File: src/rtl/mcp3_arb06_if.sv
// Request/grant bundle between the AFU requestors and the mcp3_arb06 round-robin arbiter.
// The master side raises requests; the slave side (the arbiter) returns grants and pointer status.
interface mcp3_arb06_if;
   logic [5:0] req;
   logic       inj_ptr_err;
   logic [5:0] gnt;
   logic       gnt_valid;
   logic [2:0] gnt_enc;
   logic [5:0] last_gnt;
   logic       ptr_err;

   modport master (
      output req, inj_ptr_err,
      input  gnt, gnt_valid, gnt_enc, last_gnt, ptr_err
   );

   modport slave (
      input  req, inj_ptr_err,
      output gnt, gnt_valid, gnt_enc, last_gnt, ptr_err
   );
endinterface

File: src/rtl/mcp3_arb06.sv
// Six-way round-robin arbiter with grant hold and a max-hold fairness limit, plus a
// one-hot checker on the round-robin pointer feeding a sticky fault flag.

module mcp3_ohc06 (
   input  logic [5:0] vec,
   output logic       err
);
   // Zero and multi-hot both count as errors.
   assign err = (vec == 6'd0) || ((vec & 6'(vec - 6'd1)) != 6'd0);
endmodule

module mcp3_arb06 #(
   parameter int MAX_HOLD = 16
) (
   input  logic         clock,
   input  logic         reset,
   mcp3_arb06_if.slave  bus
);

   typedef enum logic {IDLE, OWN} state_t;

   localparam logic [7:0] HOLD_LIMIT = MAX_HOLD[7:0];

   state_t      state_q, state_d;
   logic [5:0]  gnt_q, gnt_d;
   logic [2:0]  enc_q, enc_d;
   logic [5:0]  last_q, last_d;
   logic [7:0]  hold_q, hold_d;
   logic        ptr_err_q;
   logic        chk_err;

   logic [5:0]  cand;
   logic [5:0]  winner;
   logic        owner_drop;
   logic        limit_hit;
   logic        release_now;

   // Scan starts just above the highest set pointer bit, so a corrupted pointer still
   // yields a deterministic order; an all-zero pointer behaves like bit 5.
   function automatic logic [5:0] rr_pick(input logic [5:0] c, input logic [5:0] ptr);
      logic [5:0] pick;
      int         start;
      int         idx;
      logic       done;
      start = 5;
      for (int i = 0; i < 6; i++) begin
         if (ptr[i]) start = i;
      end
      pick = 6'd0;
      done = 1'b0;
      for (int k = 1; k <= 6; k++) begin
         idx = (start + k) % 6;
         if (!done && c[idx]) begin
            pick[idx] = 1'b1;
            done      = 1'b1;
         end
      end
      return pick;
   endfunction

   function automatic logic [2:0] encode(input logic [5:0] v);
      logic [2:0] e;
      e = 3'd0;
      for (int i = 0; i < 6; i++) begin
         if (v[i]) e = 3'(i);
      end
      return e;
   endfunction

   assign cand        = bus.req & ~gnt_q;
   assign winner      = rr_pick(cand, last_q);
   assign owner_drop  = (bus.req & gnt_q) == 6'd0;
   assign limit_hit   = (HOLD_LIMIT != 8'd0) && (hold_q >= HOLD_LIMIT) && (cand != 6'd0);
   assign release_now = owner_drop || limit_hit;

   mcp3_ohc06 u_ohc (
      .vec (last_q),
      .err (chk_err)
   );

   // State and all registered outputs; the sticky fault only clears on reset.
   always_ff @(posedge clock) begin
      if (reset) begin
         state_q   <= IDLE;
         gnt_q     <= 6'd0;
         enc_q     <= 3'd0;
         last_q    <= 6'b100000;
         hold_q    <= 8'd0;
         ptr_err_q <= 1'b0;
      end else begin
         state_q   <= state_d;
         gnt_q     <= gnt_d;
         enc_q     <= enc_d;
         last_q    <= last_d;
         hold_q    <= hold_d;
         ptr_err_q <= ptr_err_q | chk_err;
      end
   end

   always_comb begin
      state_d = state_q;
      case (state_q)
         IDLE: if (bus.req != 6'd0) state_d = OWN;
         OWN:  if (release_now && cand == 6'd0) state_d = IDLE;
      endcase
   end

   // Handover happens on the release edge itself so there is no idle gap between owners.
   always_comb begin
      gnt_d  = gnt_q;
      last_d = last_q;
      hold_d = hold_q;
      case (state_q)
         IDLE: begin
            if (bus.req != 6'd0) begin
               gnt_d  = winner;
               last_d = winner;
               hold_d = 8'd1;
            end
         end
         OWN: begin
            if (release_now) begin
               if (cand != 6'd0) begin
                  gnt_d  = winner;
                  last_d = winner;
                  hold_d = 8'd1;
               end else begin
                  gnt_d  = 6'd0;
                  hold_d = 8'd0;
               end
            end else if (hold_q != 8'hFF) begin
               hold_d = hold_q + 8'd1;
            end
         end
      endcase
      last_d[0] = last_d[0] ^ bus.inj_ptr_err;
      enc_d     = encode(gnt_d);
   end

   assign bus.gnt       = gnt_q;
   assign bus.gnt_valid = |gnt_q;
   assign bus.gnt_enc   = enc_q;
   assign bus.last_gnt  = last_q;
   assign bus.ptr_err   = ptr_err_q;

endmodule

File: src/flat_wrapper.sv
// flat-port wrapper written by rule: the top's interface ports become plain ports
module mcp3_arb06_flat 
#(
   parameter int MAX_HOLD = 16
)
  (clock, reset, bus_req, bus_inj_ptr_err, bus_gnt, bus_gnt_valid, bus_gnt_enc, bus_last_gnt, bus_ptr_err);
  mcp3_arb06_if bus_i ();
  input  logic clock;
  input  logic reset;
  input wire logic [$bits(bus_i.req)-1:0] bus_req;
  input wire logic [$bits(bus_i.inj_ptr_err)-1:0] bus_inj_ptr_err;
  output wire logic [$bits(bus_i.gnt)-1:0] bus_gnt;
  output wire logic [$bits(bus_i.gnt_valid)-1:0] bus_gnt_valid;
  output wire logic [$bits(bus_i.gnt_enc)-1:0] bus_gnt_enc;
  output wire logic [$bits(bus_i.last_gnt)-1:0] bus_last_gnt;
  output wire logic [$bits(bus_i.ptr_err)-1:0] bus_ptr_err;
  assign bus_i.req = bus_req;
  assign bus_i.inj_ptr_err = bus_inj_ptr_err;
  assign bus_gnt = bus_i.gnt;
  assign bus_gnt_valid = bus_i.gnt_valid;
  assign bus_gnt_enc = bus_i.gnt_enc;
  assign bus_last_gnt = bus_i.last_gnt;
  assign bus_ptr_err = bus_i.ptr_err;
  mcp3_arb06 #(.MAX_HOLD(MAX_HOLD)) u_core (.clock(clock), .reset(reset), .bus(bus_i));
endmodule
File: config.mk
export PLATFORM = sky130hd
export DESIGN_NAME = mcp3_arb06_flat
export DESIGN_NICKNAME = d
export VERILOG_FILES = /design/src/rtl/mcp3_arb06_if.sv /design/src/rtl/mcp3_arb06.sv /design/src/flat_wrapper.sv
export SDC_FILE = /design/constraint.sdc
export NUM_CORES = 1
export LEC_CHECK = 0
export ABC_CLOCK_PERIOD_IN_PS = 5500
export CORE_MARGIN = 4
export CORE_UTILIZATION = 25
export CTS_BUF_LIST = sky130_fd_sc_hd__clkbuf_8 sky130_fd_sc_hd__clkbuf_16
export CTS_CLUSTER_SIZE = 40
export DETAILED_ROUTE_END_ITERATION = 12
export GPL_TIMING_DRIVEN = 0
export PLACE_DENSITY = 0.43
export SLEW_MARGIN = 30
export SYNTH_ARGS = -nofsm -noshare
export SYNTH_HDL_FRONTEND = slang
export SYNTH_HIERARCHICAL = 1
export SYNTH_SLANG_ARGS = --single-unit
File: constraint.sdc
create_clock -name clock -period 5.5 [get_ports clock]
set_input_delay 1.375 -clock clock [delete_from_list [all_inputs] [get_ports clock]]
set_output_delay 1.375 -clock clock [all_outputs]
set_load 0.1 [all_outputs]
======== After elaboration in Yosys (flattened, before gate mapping) ========
Index checks and enable logic that the tools add are counted.
storage, ports and cells
  output and inout port bits .............. 17
  word-level logic and storage cells ...... 152
  input port bits ......................... 9
  register bits ........................... 25
cells by class
  magnitude comparators ................... 13
  equal/unequal tests ..................... 5
  multiplexer cells ....................... 68
  add/sub/neg operators ................... 8
  reductions and logical operators ........ 31
  bitwise logic cells ..................... 12
  div/mod/pow operators ................... 6
operators with widths
  cell                   count
  $ge 32x1->1 const B    6
  $lt 32x5->1 const B    6
  $mod 32x4->32 const B  6
  $mux 32                5
  $add 32x4->32 const B  3
  $mux 6                 12
  $add 32x3->32 const B  2
  $add 32x2->32 const B  1
  $or 6x6->6             5
  $mux 1                 27
  $mux 8                 3
  $pmux 6 s2             2
  $and 6x6->6            3
  $bmux 1 s3             6
  $demux 1 s3            6
  $logic_not 6->1        3
  $reduce_bool 6->1      3
  $pmux 8 s2             1
  $logic_and 1x1->1      13
  $mux 3                 3
  $add 8x1->8 const B    1
  $ge 8x5->1 const B     1
  $ne 8x8->1 const B     1
  $not 6->6              1
  15 further kinds       23

======== Depth between registers and ports, before layout ========
  depth in word-level cells ............... 35
  depth in mapped cells ................... 22
  gate-level depth less buffers ........... 20

======== Modules after synthesis ========
Netlist, hierarchy kept.
by module, submodules not included
  module      seq. area each (um^2)  area an instance (um^2)  instances  cells an instance
  mcp3_arb06  500.5                  2,631.3                  1          351
  mcp3_ohc06  0.0                    71.3                     1          11

======== Worst setup path before layout ========
No wires, ideal clock.
  path type ............................... flip-flop to flip-flop
  start ................................... register u_core.last_q[1] (netlist: u_core/bus.last_gnt[1])
  end ..................................... register u_core.enc_q[1] (netlist: u_core/bus.gnt_enc[1])
  arrival ................................. 5.863 ns
  buffers on the path ..................... 3
  stages on the path, launching flop included .. 21
  period minus slack after synthesis ...... 5.979 ns
  path slack .............................. -0.479 ns
  library setup time ...................... 0.117 ns
  required time ........................... 5.383 ns
  cells stage by stage .................... dfxtp_1 nand2b_1 a221o_1 buf_2 buf_1 ha_1 clkbuf_1 o21ai_1 nand2_1 a21oi_1 ha_1 nor2_1 or4_4 mux2_4 a22o_1 or4_4 o41ai_2 a21oi_1 a211oi_2 a21oi_1 and4b_1
between the ends
  cells in the longest elaborated chain, start to end .. 31
  elaborated cells on any way between the ends .. 98
  classes of those cells .................. add/sub (6); div (6); order compare (12); mux (52); bitwise (5); reduce/logical (17)
RTL lines
  item                                                                    line               text
  start: declaration                                                      mcp3_arb06.sv:27   logic [5:0] last_q, last_d;
  start signal: assignment                                                mcp3_arb06.sv:94   last_q <= last_d;
  $mux 32 (*) (5 in series)                                               mcp3_arb06.sv:47   if (ptr[i]) start = i;
  parallel branches: the longest is 20 deep, another holds $add 32x2->32  --
  $mux 6 (*)                                                              mcp3_arb06.sv:53   if (!done && c[idx]) begin
  $mux 6                                                                  mcp3_arb06.sv:123  if (cand != 6'd0) begin
  $mux 6                                                                  mcp3_arb06.sv:122  if (release_now) begin
  $pmux 6 s2 (*)                                                          mcp3_arb06.sv:113  case (state_q)
  $mux 2 (2 in series)                                                    mcp3_arb06.sv:65   if (v[i]) e = 3'(i);
  end signal: assignment                                                  mcp3_arb06.sv:93   enc_q <= enc_d;
  end: declaration                                                        mcp3_arb06.sv:26   logic [2:0] enc_q, enc_d;
Every way passes the cells marked *. The select of a mux whose other input is x is not followed.
A chain may end at the register's enable or synchronous reset.

======== Worst setup path after layout ========
  start ................................... register u_core.last_q[5] (netlist: u_core/bus.last_gnt[5])
  end ..................................... register u_core.enc_q[1] (netlist: u_core/bus.gnt_enc[1])
between the ends
  cells in the longest elaborated chain, start to end .. 27
  elaborated cells on any way between the ends .. 94
  classes of those cells .................. add/sub (6); div (6); order compare (12); mux (48); bitwise (5); reduce/logical (17)
RTL lines
  item                                                                    line
  $mux 32 (*)                                                             mcp3_arb06.sv:47
  parallel branches: the longest is 20 deep, another holds $add 32x2->32  --
  $mux 6 (*)                                                              mcp3_arb06.sv:53
  $mux 6                                                                  mcp3_arb06.sv:123
  $mux 6                                                                  mcp3_arb06.sv:122
  $pmux 6 s2 (*)                                                          mcp3_arb06.sv:113
  $mux 2 (2 in series)                                                    mcp3_arb06.sv:65
Marks and branches as above.

==> reports/results.md <==
| Step | Result | Reported |
| --- | --- | --- |
| critical path | Cell depth of the worst flop-to-flop path | 18 |
| timing | Maximum clock frequency | 0.192 GHz |
| place | Buffers added on ports | 25 |
| logic synthesis | Number of synthesized flops with an enable pin | 0 |
| logic synthesis | Commonest cells post-synth | sky130_fd_sc_hd__nor2_1 (39), sky130_fd_sc_hd__nand2_1 (33), sky130_fd_sc_hd__dfxtp_1 (25) |
| hold path | Cell count of the worst hold path | 2 |
| route | Count of routing violations after the opening detailed-route iteration | 181 |
| route | Remaining antenna violation count after routing | 0 |
| layout | Sequential cell area | 518 sq um |
| clock tree | TritonCTS clock tree | done |
| clock tree | Total number of H-tree levels | 1 |
| logic synthesis | Post-synthesis cell area | 2700 sq um |
| timing | Final clock skew | 0.00462 ns |
| die | Cell Rows | 37 |
| logic synthesis | Synth area leaders | sky130_fd_sc_hd__dfxtp_1 (19%), sky130_fd_sc_hd__ha_1 (10%), sky130_fd_sc_hd__nor2_1 (5.4%) |
| die | Die outline area | 12500 sq um |
| critical path | Delay contributed by the slowest stage of the critical path | 0.56 ns |
| die | Top Ports | 26 |
| logic synthesis | Synth async-reset ratio | 0 |
| die | Die height | 112 um |
| timing | Final period utilization | 0.949 |
| global route | Number of antenna violations at the first check in global routing | 0 |
| clock tree | Clock buffers created by TritonCTS | 3 |
| die | Overall die width | 112 um |
| timing | Clock period minus worst slack | 5.22 ns |
| timing | Setup repair after global routing missed its margin | no |
| route | Wirelength, routed | 8.55 mm |
| layout | Fraction of final layout cells with drive strength greater than 1 | 0.120 |
| timing | Setup-violating endpoint count in the final report | 0 |
| clock tree | Num Clock Sinks | 25 |
| clock tree | Number of buffers between clock root and the deepest sink | 2 |
| logic synthesis | Distinct cells, synth | 72 |
| die | Starting density of the core | 0.259 |
| logic synthesis | Mapped Cells | 362 |
| logic synthesis | Post-synthesis area per instance | 7.47 sq um |
| logic synthesis | Seq/Total Area, Yosys | 0.185 |
| logic synthesis | Prevailing post-synth register cell | sky130_fd_sc_hd__dfxtp_1 |
| critical path | Required time of the critical path | 5.66 ns |
| critical path | Type of the worst setup path | flip-flop to flip-flop |
| outcome | Result of the run | finished, final reports clean |
| layout | Area occupied by multi-input gates | 2120 sq um |
| clock tree | Root buffer cell | sky130_fd_sc_hd__clkbuf_8 |
| place | Estimated wirelength of the detail-placed design | 6.58 mm |
| layout | Antenna diode count | 0 |
| logic synthesis | Area share of the leading cell type in the synthesized netlist | 0.185 |
| hold path | Hold WC Path Type | flip-flop to flip-flop |
| die | Core Area | 10400 sq um |
| route | Vias after detailed routing | 2830 |
| global route | Overflow after GRT | 0 |
| logic synthesis | Warnings from Yosys | 6 |
| place | GP Congestion | 0.899 |
| logic synthesis | Biggest area consumer among synthesized cells | sky130_fd_sc_hd__dfxtp_1 |
| route | Number of vias per cell | 5.37 |
| layout | Layout overhead on the synthesized area | 20.7% |
| global route | Overall Global Routing Usage | 0.135 |
| clock tree | Clock insertion delay at the later pin of the skew report | 0.27 ns |
| critical path | Worst Setup End Kind | flip-flop |
| critical path | Worst-path maximum fanout | 13 |
| logic synthesis | Total of flip-flops plus latches after synthesis | 25 |
| critical path | Category of the worst setup path launch point | flip-flop |
| route | DR pass1 iterations | 4 |
| timing | Actual slew at the worst max-slew pin | 0.981 ns |
| timing | Number of pins with negative max-slew slack in the final report | 0 |
| timing | Final setup TNS | 0 ns |
| critical path | Cells traversed along the worst timing path | or2_2 > nor2_2 > buf_6 > clkinvlp_4 > ha_1 > clkbuf_2 > a21oi_1 > ha_1 > nor2_1 > or4_4 > mux2_4 > a22o_1 > or4_4 > o41ai_2 > a21oi_1 > a211oi_2 > a21oi_1 > and4b_1 |
| logic synthesis | Synthesized Nets | 393 |
| job | Number of max-cap violations | 0 |
| place | Pre-CTS setup slack | -0.524 ns |
| layout | Number of fill cells | 1153 |
| layout | Final layout net count | 423 |
| global route | Maximum number of pins on one net before global-route repair | 21 |
| critical path | Arrival time of data at the critical path endpoint | 5.39 ns |
| logic synthesis | Cell with the most instances after synthesis | sky130_fd_sc_hd__nor2_1 |
| timing | Final setup slack of the worst path | 0.279 ns |
| timing | Headroom to the max-slew limit | 0.344 |
| route | DR DRC count | 0 |
| route | Avg WL per Cell | 16.2 um |
| global route | Vias in the first global route | 2875 |
| clock tree | Clock edge transition at the registers on the reported setup and hold paths | 0.09 ns |
| global route | Global-route wire length before repair | 14.3 mm |
| timing | Final hold violation count | 0 |
| critical path | Slowest stage cell on the critical path | sky130_fd_sc_hd__or4_4 |
| critical path | Cell type with the highest occurrence count on the critical path | sky130_fd_sc_hd__a21oi_1 |
-- kinds of logic after synthesis --
| kind of cell | after synthesis | synth area share |
|---|---|---|
| simple gates | 148 | 0.292 |
| compound gates | 115 | 0.303 |
| buf+inv | 33 | 0.0481 |
| flops | 25 | 0.185 |
| fa+ha+maj | 22 | 0.102 |
| mux | 10 | 0.0403 |
| xor+xnor | 9 | 0.0292 |
-- worst max-delay path, delay by kind of cell (launching register included) --
kind                     cells  cell delay [ns]
flip-flops                   1             0.39
buffers and inverters        3             0.58
multiplexers                 1             0.33
adder cells (fa/ha/maj)      2             0.41
AND/OR/NAND/NOR              6             2.02
AO/OA/AOI/OAI                6             1.37
-- final cells by class --
class | instances | share of cell area
well taps | 136 | 0.0522
flip-flops and latches | 25 | 0.159
inverters | 19 | 0.0242
plain buffers | 10 | 0.0165
multi-input cells | 304 | 0.649
clock inverters | 1 | 0.00115
repair buffers | 29 | 0.0859
clock buffers | 3 | 0.0127
-- registers in the layout, indices dropped and copies added, names as in the netlist --
| signal | count |
|---|---|
| u_core/hold_q | 8 |
| u_core/bus.last_gnt | 6 |
| u_core/state_q | 1 |
| u_core/bus.ptr_err | 1 |
| u_core/bus.gnt | 6 |
| u_core/bus.gnt_enc | 3 |
-- per-layer routing --
metal	track usage	routed length, um	vias to the layer above
met4	0.0369	61	0
met2	0.213	3850	67
met5	0	0	-
met1	0.195	4340	1341
li1	-	-	1414
met3	0.0120	289	8
-- repair_timing --
| action | in CTS | in global routing |
|---|---|---|
| setup endpoints to repair | 15 | 12 |
| gates resized for setup | 6 | 16 |
| setup buffers | 1 | 3 |
| hold buffers | 0 | 0 |
| pin swaps | 1 | 2 |
-- worst paths after layout --
path / start / to / slack [ns]
setup / recovery: u_core/bus.last_gnt[5] / u_core/bus.gnt_enc[1] / 0.28
hold / removal: u_core/bus.ptr_err / u_core/bus.ptr_err / 0.49
setup reg to reg: u_core/bus.last_gnt[5] / u_core/bus.gnt_enc[1] / 0.28
hold reg to reg: u_core/bus.ptr_err / u_core/bus.ptr_err / 0.49
-- per-stage QoR --
step / utilization / hold WS [ns] / cells / cell area [sq um]
2_1_floorplan: - / 0.471 / 362 / 2710
3_3_place_gp: 0.301 / 0.464 / 523 / 3130
3_5_place_dp: 0.301 / 0.464 / 523 / 3130
4_1_cts: 0.306 / 0.492 / 526 / 3190
5_1_grt: 0.313 / 0.551 / 527 / 3260
6_report: 0.313 / 0.491 / 527 / 3260
-- cell usage in the layout, fill, tap and decap left out, types with 3 or more instances in the layout --
cell type                         synthesis  final
sky130_fd_sc_hd__o21a_1                   5      5
sky130_fd_sc_hd__o211ai_1                 6      6
sky130_fd_sc_hd__clkbuf_8                 0      3
sky130_fd_sc_hd__nand2b_1                11     11
sky130_fd_sc_hd__nor3b_1                  3      3
sky130_fd_sc_hd__nor3_1                   8      8
sky130_fd_sc_hd__o21ai_2                  0      3
sky130_fd_sc_hd__nand3_1                 10     10
sky130_fd_sc_hd__xnor2_1                  5      5
sky130_fd_sc_hd__and2_1                   4      4
sky130_fd_sc_hd__nor2b_1                  7      7
sky130_fd_sc_hd__a22oi_1                  3      3
sky130_fd_sc_hd__nand2_1                 33     33
sky130_fd_sc_hd__a31oi_1                  7      6
sky130_fd_sc_hd__dfxtp_4                  0      4
sky130_fd_sc_hd__a22o_1                   4      4
sky130_fd_sc_hd__a211o_1                  7      7
sky130_fd_sc_hd__ha_1                    22     20
sky130_fd_sc_hd__o21ai_0                 16     15
sky130_fd_sc_hd__o31ai_1                  5      4
sky130_fd_sc_hd__inv_1                   17     16
sky130_fd_sc_hd__buf_4                    1      6
sky130_fd_sc_hd__nor4_1                   6      6
sky130_fd_sc_hd__or2_2                    3      3
sky130_fd_sc_hd__mux2i_1                  6      6
sky130_fd_sc_hd__clkdlybuf4s50_1          0     25
sky130_fd_sc_hd__or4_1                    3      3
sky130_fd_sc_hd__dfxtp_1                 25     19
sky130_fd_sc_hd__xor2_1                   4      4
sky130_fd_sc_hd__a21oi_1                 22     22
sky130_fd_sc_hd__clkbuf_1                10      6
sky130_fd_sc_hd__a32oi_1                  5      5
sky130_fd_sc_hd__nor2_1                  39     37
sky130_fd_sc_hd__and3_1                   3      3
sky130_fd_sc_hd__nand4_1                  3      3
Power is left out: the tool's default activity adds up to more than one toggle a clock period on the data nets, which glitch-free logic cannot reach.
==> RTL change, RTL diff (config.mk and constraints unchanged) <==
Take the reset off `hold_q` and load it in a clocked block of its own.
--- a/src/rtl/mcp3_arb06.sv
+++ b/src/rtl/mcp3_arb06.sv
@@ -85,16 +85,18 @@
          gnt_q     <= 6'd0;
          enc_q     <= 3'd0;
          last_q    <= 6'b100000;
-         hold_q    <= 8'd0;
          ptr_err_q <= 1'b0;
       end else begin
          state_q   <= state_d;
          gnt_q     <= gnt_d;
          enc_q     <= enc_d;
          last_q    <= last_d;
-         hold_q    <= hold_d;
          ptr_err_q <= ptr_err_q | chk_err;
       end
+   end
+
+   always_ff @(posedge clock) begin
+      hold_q <= hold_d;
    end
 
    always_comb begin
Behaviour: no difference found for any inputs over 4 cycles, from zero or initial values and one cycle with reset high; that may be too few to reach the edited logic, so the function may still have changed.
==> RTL change against the unedited design <==
Area after synthesis grew 8.8%. Setup slack better by 81 ps. Global-route usage fell by 0.35 points. Final area grew 7.0%. Wire length increased by 0.40%. Maximum frequency grew 1.6%. Sequential cell count unchanged. Via count shrank 0.28%. Critical path type unchanged. Largest cell class unchanged.
Power is not shown: default switching activity piles up to over one toggle a cycle in this logic, so the estimate is an artifact.
==> RTL change: results (changes against the unedited design) <==
fin_skew_ps: 10.1  # was 4.62 ps
fin_cells: 544  # was 527
crit_fanout: 12  # was 13
synthTopCellsByArea: "dfxtp_1 12%, ha_1 9.4%, edfxtp_1 8.2%, nor2_1 4.7%, nand2b_1 3.8%"  # was dfxtp_1 19%, ha_1 10%, nor2_1 5.4%, nand2_1 4.6%, a21oi_1 4.1%
grt_max_degree: 17  # was 21
synth.net_count: 402  # was 393
viasPerCell: 5.19  # was 5.37
ff2ff_setup_slack_ps: 360  # was 280 ps
gp_congestion: 0.797  # was 0.899
hold_slack_ps: 480  # was 491 ps
synth_cell_type_count: 78  # was 72
path_clk_slew_ps: 70  # was 90 ps
synth_common_cells: "37 x nor2_1, 25 x nand2_1, 22 x ha_1, 20 x inv_1, 18 x nand2b_1"  # was 39 x nor2_1, 33 x nand2_1, 25 x dfxtp_1, 22 x a21oi_1, 22 x ha_1
grt_pass1_vias: 2886  # was 2875
synth-edff-count: 8  # was 0
gr-usage-all-layers: 0.131  # was 0.135
critPathSlowestCell: "dfxtp_1"  # was or4_4
outcome: "completed"  # unchanged
drtIter0Drc: 178  # was 181
worst_slew_pin_slew_ps: 974  # was 981 ps
slowest_delay_ps: 590  # was 560 ps
grt_pass1_wl_mm: 14.7  # was 14.3 mm
ys_seq_area_frac: 0.197  # was 0.185
port_buffers: 25  # unchanged
dp_hpwl_mm: 6.77  # was 6.58 mm
routed_wl_mm: 8.58  # was 8.55 mm
fill_cells: 1222  # was 1153
dpl.cell_count: 539  # was 523
clockRootBuffer: "clkbuf_16"  # was clkbuf_8
layout-drive-gt1-share: 0.125  # was 0.120
fin_nets: 433  # was 423
syn_avg_cell_area_um2: 7.93  # was 7.47 µm²
## RTL change: through the flow
stage               setup slack (ps)  cell area, µm²  setup TNS, ps
floorplan                       53.2            2940              0
global placement                -435            3370          -2830
detailed placement              -468            3370          -3630
CTS                             93.4            3460              0
global route                    11.4            3490              0
finish                           360            3490              0
## RTL change: per-layer routing
layer  routed length, µm  up-vias  track usage
met5                   0        -            0
met4                  23        0       0.0108
met3                 218        2       0.0166
met2                3940       43        0.217
met1                4400     1332        0.189
li1                    -     1445            -
## RTL change: kinds of logic after synthesis
| logic type | share of synthesized area |
|---|---|
| buffers and inverters | 0.0600 |
| multiplexers | 0.0498 |
| AO/OA/AOI/OAI | 0.269 |
| AND/OR/NAND/NOR | 0.290 |
| flip-flops | 0.197 |
| XOR/XNOR | 0.0408 |
| adder cells (fa/ha/maj) | 0.0936 |
## RTL change: repair_timing
item | in CTS | in global routing
setup endpoints to repair | 15 | 14
setup buffers | 0 | 1
pin swaps | 0 | 1
gates resized for setup | 5 | 8
## RTL change: worst max-delay path, delay by kind of cell (launching register included)
family / cells / cell delay, ps
flip-flops: 1 / 590
AO/OA/AOI/OAI: 7 / 1180
buffers and inverters: 4 / 950
AND/OR/NAND/NOR: 6 / 1460
adder cells (fa/ha/maj): 2 / 600
multiplexers: 1 / 260
## RTL change: path summary, 6_finish.rpt
check,end,cells after the start
setup reg to reg,u_core/bus.gnt_enc[1],20
setup / recovery,u_core/bus.gnt_enc[1],20
hold / removal,u_core/bus.ptr_err,2
hold reg to reg,u_core/bus.ptr_err,2
## RTL change: layout make-up
| class | count | area [µm²] | area share |
|---|---|---|---|
| Multi-Input combinational cell | 307 | 2200 | 0.631 |
| Clock inverter | 1 | 8.76 | 0.00251 |
| Sequential cell | 25 | 586 | 0.168 |
| Clock buffer | 3 | 75.1 | 0.0215 |
| Buffer | 16 | 88.8 | 0.0254 |
| Tap cell | 143 | 179 | 0.0513 |
| Timing Repair Buffer | 26 | 258 | 0.0738 |
| Inverter | 23 | 93.8 | 0.0269 |
